File: config.mk
export PLATFORM = sky130hd
export DESIGN_NAME = layer_sequencer
export DESIGN_NICKNAME = d
export VERILOG_FILES = /design/src/rtl/layer_sequencer.sv
export SDC_FILE = /design/constraint.sdc
export NUM_CORES = 1
export LEC_CHECK = 0
export CAP_MARGIN = 20
export CORE_MARGIN = 1.5
export CORE_UTILIZATION = 60
export CTS_BUF_LIST = sky130_fd_sc_hd__clkbuf_8
export CTS_CLUSTER_DIAMETER = 40
export CTS_CLUSTER_SIZE = 10
export DETAILED_ROUTE_END_ITERATION = 8
export GPL_TIMING_DRIVEN = 0
export HOLD_SLACK_MARGIN = 0.06
export PLACE_DENSITY = 0.92
export SLEW_MARGIN = 10
export SYNTH_ARGS = -nofsm -noshare
export SYNTH_HDL_FRONTEND = slang
export SYNTH_SLANG_ARGS = --single-unit
File: constraint.sdc
create_clock -name clk -period 7.25 [get_ports clk]
set_input_delay 1.0875 -clock clk [delete_from_list [all_inputs] [get_ports clk]]
set_output_delay 1.0875 -clock clk [all_outputs]
set_load 0.05 [all_outputs]
File: src/rtl/layer_sequencer.sv
// Runs the enabled pipeline stages one at a time through start/done handshakes.
// Each stage has a watchdog. The sequencer also measures the latency of every completed run.
module layer_sequencer #(
  parameter int NUM_STAGES     = 5,
  parameter int TIMEOUT_CYCLES = 65536,
  parameter int TMR_W          = 17,
  parameter int CYC_W          = 32,
  localparam int IDX_W         = (NUM_STAGES > 1) ? $clog2(NUM_STAGES) : 1
) (
  input  logic                  clk,
  input  logic                  reset,
  input  logic                  start_inference,
  input  logic                  abort,
  input  logic [NUM_STAGES-1:0] stage_enable,
  input  logic [NUM_STAGES-1:0] stage_done,
  output logic [NUM_STAGES-1:0] stage_start,
  output logic [IDX_W-1:0]      cur_stage,
  output logic                  busy,
  output logic                  done,
  output logic                  aborted,
  output logic                  error,
  output logic [IDX_W-1:0]      err_stage,
  output logic [CYC_W-1:0]      total_cycles
);

  typedef enum logic [1:0] {ST_IDLE, ST_RUN, ST_FINISH, ST_ERROR} state_t;

  state_t                  state_reg, state_next;
  logic [NUM_STAGES-1:0]   mask_reg, mask_next;
  logic [NUM_STAGES-1:0]   start_reg, start_next;
  logic [IDX_W-1:0]        cur_reg, cur_next;
  logic [IDX_W-1:0]        err_stage_reg, err_stage_next;
  logic [TMR_W-1:0]        timer_reg, timer_next;
  logic [CYC_W-1:0]        cyc_reg, cyc_next;
  logic [CYC_W-1:0]        total_reg, total_next;
  logic                    busy_reg, busy_next;
  logic                    done_reg, done_next;
  logic                    aborted_reg, aborted_next;
  logic                    error_reg, error_next;

  logic [NUM_STAGES-1:0]   above_mask;
  logic [IDX_W-1:0]        first_idx;
  logic [IDX_W-1:0]        next_idx;
  logic                    valid_done;
  logic                    timeout_hit;

  // Enabled stages strictly after the one being waited on
  for (genvar gi = 0; gi < NUM_STAGES; gi++) begin : g_above
    assign above_mask[gi] = mask_reg[gi] && (IDX_W'(gi) > cur_reg);
  end

  always_comb begin
    first_idx = '0;
    for (int i = NUM_STAGES - 1; i >= 0; i--) begin
      if (stage_enable[i]) first_idx = IDX_W'(i);
    end
  end

  always_comb begin
    next_idx = '0;
    for (int i = NUM_STAGES - 1; i >= 0; i--) begin
      if (above_mask[i]) next_idx = IDX_W'(i);
    end
  end

  // A done that arrives together with the stage's own start pulse is stale.
  assign valid_done  = stage_done[cur_reg] && !(|start_reg);
  assign timeout_hit = (timer_reg == TMR_W'(TIMEOUT_CYCLES - 1));

  always_ff @(posedge clk) begin
    if (reset) begin
      state_reg     <= ST_IDLE;
      mask_reg      <= '0;
      start_reg     <= '0;
      cur_reg       <= '0;
      err_stage_reg <= '0;
      timer_reg     <= '0;
      cyc_reg       <= '0;
      total_reg     <= '0;
      busy_reg      <= 1'b0;
      done_reg      <= 1'b0;
      aborted_reg   <= 1'b0;
      error_reg     <= 1'b0;
    end else begin
      state_reg     <= state_next;
      mask_reg      <= mask_next;
      start_reg     <= start_next;
      cur_reg       <= cur_next;
      err_stage_reg <= err_stage_next;
      timer_reg     <= timer_next;
      cyc_reg       <= cyc_next;
      total_reg     <= total_next;
      busy_reg      <= busy_next;
      done_reg      <= done_next;
      aborted_reg   <= aborted_next;
      error_reg     <= error_next;
    end
  end

  always_comb begin
    state_next     = state_reg;
    mask_next      = mask_reg;
    start_next     = '0;
    cur_next       = cur_reg;
    err_stage_next = err_stage_reg;
    timer_next     = timer_reg;
    cyc_next       = cyc_reg;
    total_next     = total_reg;
    busy_next      = 1'b0;
    done_next      = 1'b0;
    aborted_next   = 1'b0;
    error_next     = error_reg;

    case (state_reg)
      ST_IDLE, ST_ERROR: begin
        if (start_inference) begin
          mask_next  = stage_enable;
          error_next = 1'b0;
          timer_next = '0;
          cyc_next   = '0;
          if (|stage_enable) begin
            cur_next              = first_idx;
            start_next[first_idx] = 1'b1;
            busy_next             = 1'b1;
            state_next            = ST_RUN;
          end else begin
            state_next = ST_FINISH;
          end
        end
      end

      ST_RUN: begin
        busy_next  = 1'b1;
        timer_next = timer_reg + 1'b1;
        cyc_next   = (&cyc_reg) ? cyc_reg : cyc_reg + 1'b1;
        if (abort) begin
          aborted_next = 1'b1;
          busy_next    = 1'b0;
          state_next   = ST_IDLE;
        end else if (valid_done) begin
          if (|above_mask) begin
            cur_next             = next_idx;
            start_next[next_idx] = 1'b1;
            timer_next           = '0;
          end else begin
            busy_next  = 1'b0;
            state_next = ST_FINISH;
          end
        end else if (timeout_hit) begin
          error_next     = 1'b1;
          err_stage_next = cur_reg;
          busy_next      = 1'b0;
          state_next     = ST_ERROR;
        end
      end

      ST_FINISH: begin
        total_next = cyc_reg;
        done_next  = 1'b1;
        state_next = ST_IDLE;
      end

      default: state_next = ST_IDLE;
    endcase
  end

  assign stage_start  = start_reg;
  assign cur_stage    = cur_reg;
  assign busy         = busy_reg;
  assign done         = done_reg;
  assign aborted      = aborted_reg;
  assign error        = error_reg;
  assign err_stage    = err_stage_reg;
  assign total_cycles = total_reg;

endmodule

==> results of run 1 <==
==> power by group <==
part           switching, W  internal [W]  leakage (nW)
Combinational      0.000302      0.000151         0.981
Clock              0.000201      0.000164         0.104
Sequential        0.0000205      0.000584         0.823
==> final cells by class <==
| class | instances | area share, % |
|---|---|---|
| clock inverters | 7 | 1.41 |
| multi-input cells | 396 | 44.3 |
| flip-flops and latches | 102 | 36.5 |
| plain buffers | 25 | 1.88 |
| inverters | 11 | 0.738 |
| well taps | 99 | 2.21 |
| repair buffers | 60 | 10.7 |
| clock buffers | 9 | 2.21 |
==> layout by cell type (no fill, tap or decap), drive strengths merged, types with 5 or more instances in the layout <==
cell             n
o311ai           7
a21oi           22
nand4           20
o21ai           11
inv             15
mux2i           39
ha               6
clkbuf          28
nand3           32
xor2            21
buf              6
nand2           47
nor2            88
nor2b            8
and2             5
clkdlybuf4s50   60
and3            11
nor3            13
dfxtp          102
xnor2           13
==> how the worst max path moves through the flow <==
stage / slack, ns / end / cells past startpoint
finish: 4.10 / cyc_reg[15] / 8
global route: 3.97 / cur_stage[2] / 7
CTS: 4.15 / cur_stage[2] / 7
detailed placement: 3.78 / cur_stage[2] / 7
global placement: 3.82 / cur_stage[2] / 7
floorplan: 4.58 / cur_stage[0] / 6
==> cell usage after synthesis, types with 3 or more instances <==
library cell,number,area [um^2]
a21oi_1,22,110
xor2_1,21,184
ha_1,6,75.1
and3_1,11,68.8
dfxtp_1,102,2040
inv_1,11,41.3
buf_2,3,15.0
nor2_1,88,330
nor3_1,13,65.1
xnor2_1,13,114
nor4_1,3,18.8
or2_2,3,18.8
and2_1,5,31.3
a21o_1,4,30.0
nor2b_1,8,50.1
o311ai_2,3,48.8
and4_1,4,35.0
nand3b_1,4,30.0
nand2b_1,4,25.0
or3_1,4,25.0
o21ai_0,8,40.0
o22ai_1,3,18.8
nand3_1,32,160
mux2i_1,39,390
clkbuf_1,19,71.3
nand2_1,47,176
nand4_1,20,125
o311ai_0,3,26.3
==> metrics by stage <==
stage	total power [W]	instances	instance area, um^2	setup WS, ns	hold WS, ns
after floorplan	0.000948	534	4670	4.58	0.436
after global placement	0.00105	693	5390	3.82	0.442
after detailed placement	0.00106	693	5390	3.78	0.462
after CTS	0.00142	709	5590	4.15	0.475
after global routing	0.00149	709	5590	3.97	0.517
final	0.00142	709	5590	4.10	0.476
==> worst max-delay path, cell delays in order <==
cell and delay [ns]:
clkdlybuf4s50_1 0.57, nand2_1 0.22, o21ai_0 0.36, o31a_1 0.26, clkbuf_1 0.42, nand3_1 0.19
xor2_1 0.21, nor2_1 0.08
==> per-layer routing <==
layer | vias up | global-route usage (%) | share of wire, %
li1 | 2007 | - | -
met1 | 1973 | 32.8 | 42
met2 | 176 | 44.8 | 50
met3 | 24 | 6.11 | 6.0
met4 | 0 | 10.9 | 1.8
met5 | - | 0 | 0
==> cell families after synthesis <==
family	count (synthesis)	share of synthesized area, %
and+or+nand+nor	253	26.2
DFF	102	43.8
AOI/OAI and AO/OA	63	10.3
muxes	40	8.69
buffers and inverters	36	3.14
xor gates and xnor gates	34	6.38
adders and majority gates	6	1.61
==> summary.txt, run 1 <==
STA
  – RSZ-0062 raised after global routing: no
  – Final hold vios: 0
  – Tmin final: 3.15 ns
  – Skew final: 0.0190 ns
  – Slew headroom: 39.7%
  – Max Fclk: 318 MHz
  – Final setup fails: 0
  – Final TNS setup: 0 ns
  – Worst slew pin tran: 0.903 ns
  – Final Cycle Share: 43.4%
  – Max Slew Vio Count: 0

Clock network
  – Hold buffers post-CTS: 0
  – Post-cts sizing count: 0
  – Clk_lat worst skew: 0.37 ns
  – Root Driver: clkbuf_8
  – Clock buffer depth: 2
  – CTS tree: yes
  – Total CTS buffers: 9
  – # clock sinks: 102
  – Post-CTS Setup Bufs: 0
  – Worst-path clk slew: 0.10 ns
  – H-tree lvl count: 3

Flow run
  – Max Cap Violations: 0

Critical path
  – Critical path type: input port to flip-flop
  – Reg2reg end: state_reg[1]
  – Worst Path Max Fanout: 10
  – R2r startpoint: timer_reg[0]
  – Flop2flop setup slack: 4.29 ns
  – WP data required: 7.50 ns
  – CP startpoint kind: input port
  – Worst Reg-to-Reg Cells: 11
  – Crit. End Element: flip-flop
  – Worst Path Arrival: 3.40 ns
  – Critical Path Source: start_inference

Placed design
  – Gpl congestion: 0.917
  – PortBufs: 60
  – Placed wire-length estimate: 7.67 mm

Pwr
  – Static Leakage: 1.91 nW
  – Power Density: 254 nW/um^2
  – Maximum VDD drop: 165 uV

Global route
  – Total gr overflow: 0
  – Via count of the first global-routing pass: 4040
  – First-pass GRT wire length: 18.2 mm
  – Total track usage: 26.7%
  – Largest net degree at the start of global routing: 19
  – Initial antenna violation count: 0

Die
  – Initial Util: 63.3%
  – Core ar.: 7370 um^2
  – IO Pins: 61
  – # rows: 31
  – Die Ht: 91.2 um
  – Die width: 91.2 um
  – Die area: 8320 um^2

Layout
  – Area Overhead vs Synth: 19.9%
  – # diodes: 0
  – Multi-input logic area: 2480 um^2
  – Seq. cell area: 2040 um^2
  – Post-Route Utilization: 75.9%
  – Layout cells sized above 1: 5.74%
  – Layout net count: 625
  – # fillers: 527

Logic synthesis
  – Syn Area/Cell: 8.74 um^2
  – Net count after synthesis: 554
  – Flops & latches, synth: 102
  – Mapped Cells: 534
  – Ys async rst share: 0%
  – Unique masters post-synth: 53
  – Post-Syn Area: 4670 um^2
  – Post-synth EDFFs: 0
  – Post-synthesis sequential area ratio: 43.8%
  – Ys Warns: 0
  – Post-synth top flop: dfxtp_1

Worst hold path
  – Hold Path Class: flip-flop to flip-flop
  – Min-delay src: mask_reg[1]
  – Hold Path Depth: 2
  – Hold Path End: mask_reg[1]

Routing
  – DRC viols: 0
  – Antenna viol nets, final: 0
  – Initial DRC count: 184
  – WL final: 10.8 mm
  – Vias/cell: 5.90
  – Wire per inst: 15.2 um
  – Vias after detailed routing: 4180
  – First drt pass iteration count: 5

Outcome
  – Status: complete, no violations
(Power assumes the default switching activity.)
==> inputs of run 2 (changes only) <==
--- a/config.mk
+++ b/config.mk
@@ -7,14 +7,14 @@
 export LEC_CHECK = 0
 export CAP_MARGIN = 20
 export CORE_MARGIN = 1.5
-export CORE_UTILIZATION = 60
+export CORE_UTILIZATION = 52
 export CTS_BUF_LIST = sky130_fd_sc_hd__clkbuf_8
 export CTS_CLUSTER_DIAMETER = 40
 export CTS_CLUSTER_SIZE = 10
 export DETAILED_ROUTE_END_ITERATION = 8
 export GPL_TIMING_DRIVEN = 0
 export HOLD_SLACK_MARGIN = 0.06
-export PLACE_DENSITY = 0.92
+export PLACE_DENSITY = 0.85
 export SLEW_MARGIN = 10
 export SYNTH_ARGS = -nofsm -noshare
 export SYNTH_HDL_FRONTEND = slang
==> constraint.sdc (replaced) <==
create_clock -name clk -period 2.7 [get_ports clk]
set_input_delay 0.405 -clock clk [delete_from_list [all_inputs] [get_ports clk]]
set_output_delay 0.405 -clock clk [all_outputs]
set_load 0.05 [all_outputs]
==> run 2 against run 1 <==
Compared with the run above: register-to-register slack lost 4.1 ns; combinational power grew to 2.8 times the previous value; non-clock buffer count unchanged; sequential share of layout area fell by 0.46 points; critical endpoint is now state_reg[1]; largest power group unchanged.
==> summary.txt, run 2 (synthesis results as in run 1) <==
Layout
  – Area Overhead vs Synth: 21.6%
  – Most common cell after layout, fill and taps aside: dfxtp_1
  – Layout net count: 625
  – Commonest non-fill, non-tap cells in the layout: dfxtp_1 (100), nor2_1 (86), clkdlybuf4s50_1 (60)
  – Layout cells sized above 1: 7.87%
  – # fillers: 706
  – Post-Route Utilization: 65.1%
  – # diodes: 0

Routing
  – WL final: 10.9 mm
  – Vias/cell: 5.71
  – Initial DRC count: 153
  – Wire per inst: 15.2 um
  – DRC viols: 0
  – Vias after detailed routing: 4102
  – Antenna viol nets, final: 0
  – First drt pass iteration count: 5

Die
  – Core ar.: 8720 um^2
  – Die width: 97.7 um
  – Initial Util: 53.5%
  – # rows: 34
  – Die Ht: 97.7 um
  – Die area: 9550 um^2
  – IO Pins: 61

STA
  – Max Slew Vio Count: 0
  – Slew headroom: 41.3%
  – Tmin final: 2.51 ns
  – Worst slew pin tran: 0.879 ns
  – Final Cycle Share: 92.9%
  – Hold slack: 0.466 ns
  – Setup WS post-layout: 0.192 ns
  – Skew final: 0.0164 ns
  – Final hold vios: 0
  – Max Fclk: 399 MHz
  – RSZ-0062 raised after global routing: no
  – Final setup fails: 0
  – Final TNS setup: 0 ns

Clock network
  – Worst-path clk slew: 0.10 ns
  – Clk_lat worst skew: 0.37 ns
  – Hold buffers post-CTS: 0
  – # clock sinks: 102
  – Root Driver: clkbuf_8
  – Total CTS buffers: 9
  – CTS tree: yes
  – H-tree lvl count: 3
  – Clock buffer depth: 2

Critical path
  – Worst Path Max Fanout: 5
  – Worst Path Arrival: 2.77 ns
  – Worst Reg-to-Reg Cells: 11
  – Critical path type: flip-flop to flip-flop
  – CP startpoint kind: flip-flop
  – Crit. End Element: flip-flop
  – Cell count along the critical path: 11
  – Worst path cell trace: ha_1 > and3_2 > nand3_4 > nor2_4 > nand3_2 > nor2_2 > ha_2 > nor2_1 > mux2i_2 > nand2_1 > a2111oi_2
  – Buf/Inv on CP: 0
  – Critical path's slowest cell: dfxtp_2
  – WP data required: 2.96 ns
  – Flop2flop setup slack: 0.19 ns
  – Max incr delay on CP: 0.37 ns
  – Cell family contributing the most delay on the critical path: simple AND/OR/NAND/NOR gates
  – R2r startpoint: timer_reg[0]
  – Reg2reg end: state_reg[1]

Global route
  – First-pass GRT wire length: 18.2 mm
  – Total track usage: 23.0%
  – Initial antenna violation count: 0
  – Total gr overflow: 0
  – Largest net degree at the start of global routing: 17
  – Via count of the first global-routing pass: 3990

Worst hold path
  – Min-delay src: timer_reg[16]
  – Hold Path End: timer_reg[16]
  – Hold Path Class: flip-flop to flip-flop
  – Hold Path Depth: 2

Pwr
  – Power Density: 689 nW/um^2
  – Static Leakage: 1.92 nW
  – PnR Total Power: 0.00391 W
  – Maximum VDD drop: 443 uV

Placed design
  – Setup WS pre-CTS: -0.159 ns
  – Gpl congestion: 0.829
  – Placed wire-length estimate: 7.84 mm
  – PortBufs: 60

Outcome
  – Status: complete, no violations

Flow run
  – Max Cap Violations: 0
run 2: cell count changes in the layout (fill, tap and decap cells not counted), sizes merged:
cell      previous run  this run
clkinvlp             1         0
inv                 15        12
clkinv               1         2
clkbuf              28        31
run 2: power breakdown:
| group | switching [W] | leakage (nW) | total, W | internal [W] |
|---|---|---|---|---|
| registers | 0.0000543 | 0.824 | 0.00162 | 0.00157 |
| logic | 0.000828 | 0.986 | 0.00125 | 0.000423 |
| clock network | 0.000527 | 0.113 | 0.00104 | 0.000508 |
| total | 0.00141 | 1.92 | 0.00391 | 0.00250 |
run 2: what timing repair did:
action / in CTS / in global routing
endpoints found under the hold margin: 0 / 0
pin swaps: 0 / 1
endpoints found under the setup margin: 5 / 28
gates resized for setup: 4 / 14
buffers inserted: 0 / 0
run 2: worst max path at each step:
stage | from | to | slack, ns
2_1_floorplan | cur_stage[0] | timer_reg[10] | 0.32
3_3_place_gp | timer_reg[0] | state_reg[1] | -0.08
3_5_place_dp | timer_reg[0] | state_reg[1] | -0.16
4_1_cts | state_reg[0] | cyc_reg[27] | 0.02
5_1_grt | timer_reg[0] | state_reg[1] | 0.003
6_report | timer_reg[0] | state_reg[1] | 0.19
run 2: worst reg2reg max path: cells and delay by family (launching register included):
family	cells	cell delay, ns
flip-flops	1	0.37
multiplexers	1	0.24
AND/OR/NAND/NOR	7	1.00
adder cells (fa/ha/maj)	2	0.43
AO/OA/AOI/OAI	1	0.37
run 2: layer usage:
layer,vias up,track usage (%),routed length (um)
met5,-,0,0
met4,0,8.24,205
met3,24,4.94,545
met2,129,40.2,5390
met1,1939,28.0,4740
li1,2010,-,-
run 2: layout make-up:
type | count | area (um^2) | share of cell area [%]
clock inverters | 4 | 52.6 | 0.926
clock buffers | 12 | 165 | 2.91
well taps | 108 | 135 | 2.38
flip-flops and latches | 102 | 2040 | 36.0
plain buffers | 25 | 108 | 1.90
multi-input cells | 396 | 2530 | 44.5
inverters | 11 | 41.3 | 0.728
repair buffers | 60 | 601 | 10.6
run 2: through the flow:
| step | area (um^2) | instances |
|---|---|---|
| 2_1_floorplan | 4670 | 534 |
| 3_3_place_gp | 5400 | 702 |
| 3_5_place_dp | 5400 | 702 |
| 4_1_cts | 5640 | 718 |
| 5_1_grt | 5670 | 718 |
| 6_report | 5670 | 718 |
==> inputs of run 3 (changes only) <==
--- a/config.mk
+++ b/config.mk
@@ -14,7 +14,7 @@
 export DETAILED_ROUTE_END_ITERATION = 8
 export GPL_TIMING_DRIVEN = 0
 export HOLD_SLACK_MARGIN = 0.06
-export PLACE_DENSITY = 0.85
+export PLACE_DENSITY = 0.76
 export SLEW_MARGIN = 10
 export SYNTH_ARGS = -nofsm -noshare
 export SYNTH_HDL_FRONTEND = slang
==> run 3 against run 2 <==
Compared with the run above: setup slack lost 0.021 ns; highest routed layer unchanged; sequential cell count did not move; first-iteration DRC count is 2.6% higher; total power is 1.8% higher.
==> summary.txt, run 3 (synthesis results as in run 1) <==
Clock network
  – Root Driver: clkbuf_8
  – CTS tree: yes
  – Worst-path clk slew: 0.09 ns
  – # clock sinks: 102
  – Clock buffer depth: 2
  – Clk_lat worst skew: 0.38 ns
  – Total CTS buffers: 9
  – H-tree lvl count: 3

STA
  – Max Slew Vio Count: 0
  – Final setup fails: 0
  – Final Cycle Share: 93.6%
  – Worst slew pin tran: 0.845 ns
  – Slew headroom: 43.3%
  – Skew final: 0.0160 ns
  – Max Fclk: 395 MHz
  – Final hold vios: 0
  – Tmin final: 2.53 ns

Routing
  – WL final: 10.6 mm
  – First drt pass iteration count: 4
  – Wire per inst: 14.7 um
  – DRC viols: 0
  – Antenna viol nets, final: 0
  – Vias after detailed routing: 4028
  – Vias/cell: 5.59
  – Initial DRC count: 157

Layout
  – # fillers: 719
  – Commonest non-fill, non-tap cells in the layout: dfxtp_1 (100), nor2_1 (86), clkdlybuf4s50_1 (60)
  – Area Overhead vs Synth: 22.0%
  – Multi-input logic area: 2520 um^2
  – Layout cells sized above 1: 8.01%
  – Seq. cell area: 2040 um^2
  – Layout net count: 627
  – Design area: 5690 um^2
  – Most common cell after layout, fill and taps aside: dfxtp_1
  – Post-Route Utilization: 65.3%
  – # diodes: 0

Pwr
  – Power share of the clock group: 27.4%
  – Net switching share of the total power: 36.4%
  – Combinational power share: 31.8%
  – Power Density: 699 nW/um^2
  – Static Leakage: 1.93 nW
  – Net Switching: 0.00145 W
  – Sequential power share: 40.7%
  – Maximum VDD drop: 345 uV
  – Cell-internal power: 0.00253 W

Global route
  – Total track usage: 22.7%
  – Total gr overflow: 0
  – Largest net degree at the start of global routing: 19
  – Via count of the first global-routing pass: 3861
  – First-pass GRT wire length: 17.8 mm
  – Initial antenna violation count: 0

Critical path
  – Critical path's most frequent cell: nor2_2
  – Critical path's slowest cell: dfxtp_2
  – Max incr delay on CP: 0.37 ns
  – Worst Path Max Fanout: 5
  – Worst Path Arrival: 2.80 ns
  – Flop2flop setup slack: 0.17 ns
  – Buf/Inv on CP: 0
  – Cell family contributing the most delay on the critical path: simple AND/OR/NAND/NOR gates
  – Critical path type: flip-flop to flip-flop
  – Crit. End Element: flip-flop
  – CP startpoint kind: flip-flop
  – Worst path cell trace: ha_1 > and3_4 > nand3_2 > nor2_2 > nand3_1 > nor2_2 > ha_2 > nor2_1 > mux2i_2 > nand2_1 > a2111oi_2
  – WP data required: 2.97 ns

Flow run
  – Max Cap Violations: 0

Die
  – Die area: 9550 um^2
  – Die Ht: 97.7 um
  – # rows: 34
  – Initial Util: 53.5%
  – IO Pins: 61
  – Die width: 97.7 um
  – Core ar.: 8720 um^2

Placed design
  – Placed cell areas: 5400 um^2
  – Gpl congestion: 0.958
  – PortBufs: 60
  – Placed wire-length estimate: 7.62 mm

Outcome
  – Status: complete, no violations

Worst hold path
  – Hold Path Class: flip-flop to flip-flop
-- run 3: cell count changes in the layout (fill, tap and decap cells not counted), sizes merged --
cell      change
inv           +2
bufinv        +1
clkbuf        -3
clkinvlp      +1
buf           +2
clkinv        -1
-- run 3: routing by layer --
| layer | global-route usage [%] | part of all wire, % | wire, um | vias to the layer above |
|---|---|---|---|---|
| met2 | 38.6 | 48 | 5090 | 114 |
| met5 | 0 | 0 | 0 | - |
| met1 | 28.2 | 46 | 4840 | 1883 |
| met4 | 8.35 | 1.8 | 193 | 0 |
| met3 | 5.15 | 4.4 | 465 | 19 |
| li1 | - | - | - | 2012 |
-- run 3: what timing repair did --
item | 4_1_cts | 5_1_grt
hold buffers | 0 | 0
setup endpoints to repair | 6 | 39
pin swaps | 1 | 0
resized for setup | 2 | 14
buffers inserted | 1 | 1
-- run 3: cell type report --
cell class	instances	share of cell area, %
flip-flops and latches	102	35.9
well taps	108	2.37
plain buffers	25	1.89
clock buffers	9	2.18
multi-input cells	396	44.3
clock inverters	7	1.78
inverters	11	0.725
repair buffers	62	10.8
-- run 3: metrics by stage --
| stage | std cells | setup slack [ns] | total power, W | hold slack [ns] | setup TNS [ns] |
|---|---|---|---|---|---|
| final | 720 | 0.172 | 0.00398 | 0.466 | 0 |
| after global routing | 720 | -0.0235 | 0.00418 | 0.503 | -0.0235 |
| after CTS | 719 | 0.0187 | 0.00395 | 0.467 | 0 |
| after detailed placement | 702 | -0.137 | 0.00286 | 0.455 | -1.45 |
| after global placement | 702 | -0.0689 | 0.00284 | 0.443 | -0.743 |
| after floorplan | 534 | 0.317 | 0.00254 | 0.436 | 0 |
-- run 3: final timing paths --
path,cells past startpoint,end,startpoint
hold reg to reg,2,timer_reg[16],timer_reg[16]
hold / removal,2,timer_reg[16],timer_reg[16]
setup reg to reg,11,state_reg[1],timer_reg[0]
setup / recovery,11,state_reg[1],timer_reg[0]
-- run 3: tightest hold or removal path, delay by kind of cell (launching register included) --
family	cells	cell delay [ns]
AND/OR/NAND/NOR	1	0.05
AO/OA/AOI/OAI	1	0.05
flip-flops	1	0.32
-- run 3: power groups by stage --
stage	clock (W)	combinational, W	sequential [W]
floorplan	0	0.000826	0.00172
global placement	0	0.00119	0.00165
detailed placement	0	0.00121	0.00165
CTS	0.00111	0.00122	0.00162
global route	0.00116	0.00138	0.00163
finish	0.00109	0.00127	0.00162
